--- src/rtl/day_14_rr_arbiter.sv ---
// day_14_rr_arbiter: round-robin arbiter with hold limit driving a one-hot AND-OR N:1 bit mux
module day_14_rr_arbiter #(
  parameter int NUM_REQ  = 4,
  parameter int MAX_HOLD = 8,
  parameter int IDX_W    = $clog2(NUM_REQ)
) (
  input  logic               clk,
  input  logic               reset_n,
  input  logic [NUM_REQ-1:0] req_i,
  input  logic [NUM_REQ-1:0] x_i,
  output logic [NUM_REQ-1:0] gnt_o,
  output logic               gnt_valid_o,
  output logic [IDX_W-1:0]   gnt_idx_o,
  output logic               y_o
);
  localparam int HW = (MAX_HOLD < 2) ? 1 : $clog2(MAX_HOLD + 1);
  typedef enum logic {IDLE, BUSY} state_t;
  state_t state;
  logic [IDX_W-1:0] ptr;
  logic [IDX_W-1:0] win;
  logic [HW-1:0] hold;
  logic [NUM_REQ-1:0] cand;
  logic found;
  logic own_req;
  logic at_limit;
  logic move;
  always_comb begin
    cand = req_i & ~gnt_o;
    own_req = |(req_i & gnt_o);
    found = 1'b0;
    win = '0;
    for (int i = 0; i < NUM_REQ; i++) begin
      if (!found && cand[(int'(ptr) + i) % NUM_REQ]) begin
        found = 1'b1;
        win = IDX_W'((int'(ptr) + i) % NUM_REQ);
      end
    end
    at_limit = (MAX_HOLD != 0) && (int'(hold) == MAX_HOLD - 1);
    move = (state == IDLE) || !own_req || (at_limit && found);
  end
  always_ff @(posedge clk or negedge reset_n) begin
    if (!reset_n) begin
      gnt_o <= '0;
      gnt_valid_o <= 1'b0;
      gnt_idx_o <= '0;
      ptr <= '0;
      hold <= '0;
      state <= IDLE;
    end else if (move) begin
      gnt_o <= found ? (NUM_REQ'(1) << win) : '0;
      gnt_valid_o <= found;
      gnt_idx_o <= found ? win : '0;
      ptr <= !found ? ptr : (int'(win) == NUM_REQ - 1) ? '0 : win + 1'b1;
      hold <= '0;
      state <= found ? BUSY : IDLE;
    end else if (int'(hold) < MAX_HOLD - 1) begin
      hold <= hold + 1'b1;
    end
  end
  assign y_o = |(x_i & gnt_o);
endmodule
--- config.mk ---
export PLATFORM = sky130hd
export DESIGN_NAME = day_14_rr_arbiter
export DESIGN_NICKNAME = d
export VERILOG_FILES = /design/src/rtl/day_14_rr_arbiter.sv
export SDC_FILE = /design/constraint.sdc
export NUM_CORES = 1
export LEC_CHECK = 0
export ABC_AREA = 1
export CAP_MARGIN = 20
export CELL_PAD_IN_SITES_DETAIL_PLACEMENT = 1
export CELL_PAD_IN_SITES_GLOBAL_PLACEMENT = 2
export CORE_ASPECT_RATIO = 0.75
export CORE_MARGIN = 1.5
export CORE_UTILIZATION = 30
export CTS_CLUSTER_DIAMETER = 50
export DETAILED_ROUTE_END_ITERATION = 12
export PLACE_DENSITY = 0.76
export SYNTH_ARGS = -nofsm -noshare
export SYNTH_HDL_FRONTEND = slang
export SYNTH_SLANG_ARGS = --single-unit
--- constraint.sdc ---
create_clock -name clk -period 2 [get_ports clk]
set_input_delay 0.3 -clock clk [delete_from_list [all_inputs] [get_ports clk]]
set_output_delay 0.3 -clock clk [all_outputs]
set_load 0.02 [all_outputs]
==> run summary, run 1 <==
Crit-path leading delay family: simple AND/OR/NAND/NOR gates
R2R Path Start: ptr[0]
Leakage: 0.000741 uW
NumNets Final: 188
CTS Buf Count: 3
Core area: 0.00331 sq mm
Clk_lat worst skew: 0.25 ns
Syn avg cell area: 7.70 sq um
Inserted Diodes: 0
Via count: 1,017
Seq/Total Area, Yosys: 31.1%
Hpwl dp: 2.33 mm
Initial Util: 31.6%
DR top layer: met4
Minimum clock period: 1.88 ns
Xor/xnor share of the synthesized area: 0.836%
# setup viols final: 0
Initial antenna violation count: 0
Met3 routed WL: 186 microns
Remaining antenna violation count: 0
Synth Area in Compound Gates: 7.53%
Die H: 54.2 microns
Fmax: 0.531 GHz
CP max stage cell: dfrtp_2
Cell mode on critical path: nand2_4
Area growth from synthesis to layout: 46.1%
Die area: 0.00386 sq mm
First-pass GRT wire length: 4.75 mm
FP Rows: 18
Total Routing Usage GR: 16.6%
Slew @ Worst Pin: 0.629 ns
Final worst path period share: 94.1%
Post-synthesis register bit count: 13
Simple-gate portion of the synthesized area: 46.2%
Most common cell after layout, fill and taps aside: nand2_1
Critical Path RT: 2.14 ns
Peak VDD IR: 0.742 mV
Fillers: 398
Share of layout cells above drive strength 1: 36.0%
Wire length on met2: 1.37 mm
Final Max Slew Viols: 0
Via density: 4.80
Number of buffers added on ports: 17
Worst path max stage delay: 0.43 ns
Total congestion overflow: 0
Clock tree buffer depth: 2
DR WL/cell: 14.7 microns
CP arrival: 2.02 ns
Slew HR: 57.9%
Clock root buffer: clkbuf_8
TritonCTS clock tree: yes
Setup Skew: 0.00616 ns
Setup TNS: 0 ns
Vias in the first global route: 981
WL final: 3.12 mm
Final Hold Violating Endpoints: 0
Element type at the critical path start: flop
Worst-path cell chain: buf_12 > clkinv_8 > nand2_4 > nand2_4 > nand3_4 > nand2_4 > nand3_2 > or2_4 > nand2_2 > inv_2 > ha_1 > nand2_1 > nand2_1
Synth Area in Adders: 5.97%
Distinct cells, synth: 23
Mux cell area share after synthesis: 0%
DR iter-0 viols: 44
CP max FO: 7
Crit end category: flop
Worst-path clk slew: 0.06 ns
Min-delay worst type: input port to async pin
GP Congestion: 0.823
Synth Cell Area: 0.00105 sq mm
Wl on met1: 1.53 mm
Unrepaired setup endpoints after global routing: true
Synth Instances: 136
Sink Count: 13
Maxcap violations: 0
I/O pin count: 18
Power, Total: 3030 uW
Critical path type: flop to flop
Most frequent cells in the layout: 46 x nand2_1, 16 x clkdlybuf4s50_1, 15 x buf_4
Status: completed
Critical Path Start: ptr[0]
DIE WIDTH: 71.2 microns
Syn nets: 151
CP bufs+invs: 3
Synth warn: 0
DRC viols: 0
H-Tree Depth: 1
Pwr/cell area: 1980 mW/mm^2
DR pass1 iterations: 4
Combinational family with the most area after synthesis: simple AND/OR/NAND/NOR gates
Largest net degree at the start of global routing: 14
## worst register-to-register path, delay by kind of cell (launching register included)
kind,cells,cell delay (ns)
flops,1,0.43
simple gates,9,0.83
fa+ha+maj,1,0.26
buf+inv,3,0.26
## report_power, final
| group | switching (uW) | internal (uW) | leakage (uW) |
|---|---|---|---|
| Combinational | 1270 | 1030 | 0.000554 |
| Clock | 108 | 141 | 0.0000228 |
| Sequential | 105 | 376 | 0.000163 |
## per-layer routing
layer / global-route usage, % / up-vias
li1: - / 515
met1: 22.5 / 469
met2: 26.2 / 29
met3: 4.87 / 4
met4: 3.77 / 0
met5: 0 / -
## metrics by stage
step           cell area, sq um  cells  utilization, %  setup slack, ns  hold slack, ns
6_report                   1530    212            46.2            0.118           0.439
4_1_cts                    1400    208            42.3           0.0836           0.463
2_1_floorplan              1050    136               -            0.204         0.00441
3_3_place_gp               1360    204            40.9          -0.0777           0.469
3_5_place_dp               1360    204            40.9           -0.128           0.477
5_1_grt                    1530    212            46.2          -0.0290           0.474
## state kept, by name, indices dropped and copies added, names as in the netlist
signal	count
ptr	2
gnt_idx_o	2
hold	4
gnt_o	4
gnt_valid_o	1
## cells in the mapped netlist
library cell / instances / area [sq um]
a21oi_2: 3 / 26.3
a21oi_4: 1 / 16.3
a22o_1: 2 / 17.5
buf_6: 2 / 22.5
dfrtp_1: 13 / 325
ha_1: 5 / 62.6
inv_1: 9 / 33.8
inv_2: 3 / 11.3
inv_6: 1 / 8.76
inv_8: 1 / 11.3
nand2_1: 50 / 188
nand2_2: 9 / 56.3
nand2_4: 2 / 22.5
nand3_1: 12 / 60.1
nand3_2: 9 / 90.1
nand4_1: 4 / 25.0
nand4_4: 1 / 21.3
nor2_1: 4 / 15.0
o21ai_0: 1 / 5.00
o21ai_1: 1 / 5.00
o21ai_2: 1 / 8.76
or2_1: 1 / 6.26
xor2_1: 1 / 8.76
## layout make-up
| type | instances | area, sq um | share of cell area [%] |
|---|---|---|---|
| inverter | 14 | 70.1 | 4.58 |
| multi-input combinational | 107 | 707 | 46.2 |
| clock buffer | 4 | 45.0 | 2.94 |
| sequential | 13 | 328 | 21.4 |
| tap | 40 | 50.0 | 3.27 |
| timing repair buffer | 34 | 330 | 21.6 |
## kinds of logic (layout without fill, tap and decap cells)
family	after synthesis	after routing
and+or+nand+nor	92	92
buffers and inverters	16	52
DFF	13	13
AOI/OAI and AO/OA	9	9
adders and majority gates	5	5
xor gates and xnor gates	1	1
## worst paths after layout
check                          endpoint  slack [ns]  depth (start not counted)
max                              ptr[1]        0.12                         13
max reg2reg                      ptr[1]        0.12                         13
min in group clk           gnt_idx_o[0]        0.49                          2
min reg2reg                gnt_idx_o[0]        0.49                          2
min                            gnt_o[1]        0.44                          1
max in group asynchronous        ptr[1]        1.12                          1
## timing repair
action	in CTS	in global routing
setup buffers	0	3
resized for setup	0	20
setup endpoints to repair	0	2
hold buffers	0	0
(Power assumes the default switching activity.)
==> inputs of run 2 (changes only) <==
- GPL_ROUTABILITY_DRIVEN: default -> 1
- TNS_END_PERCENT: default -> 5
==> results of run 2 <==
No change in the layout: final DEF, timing and power equal those of run 1.
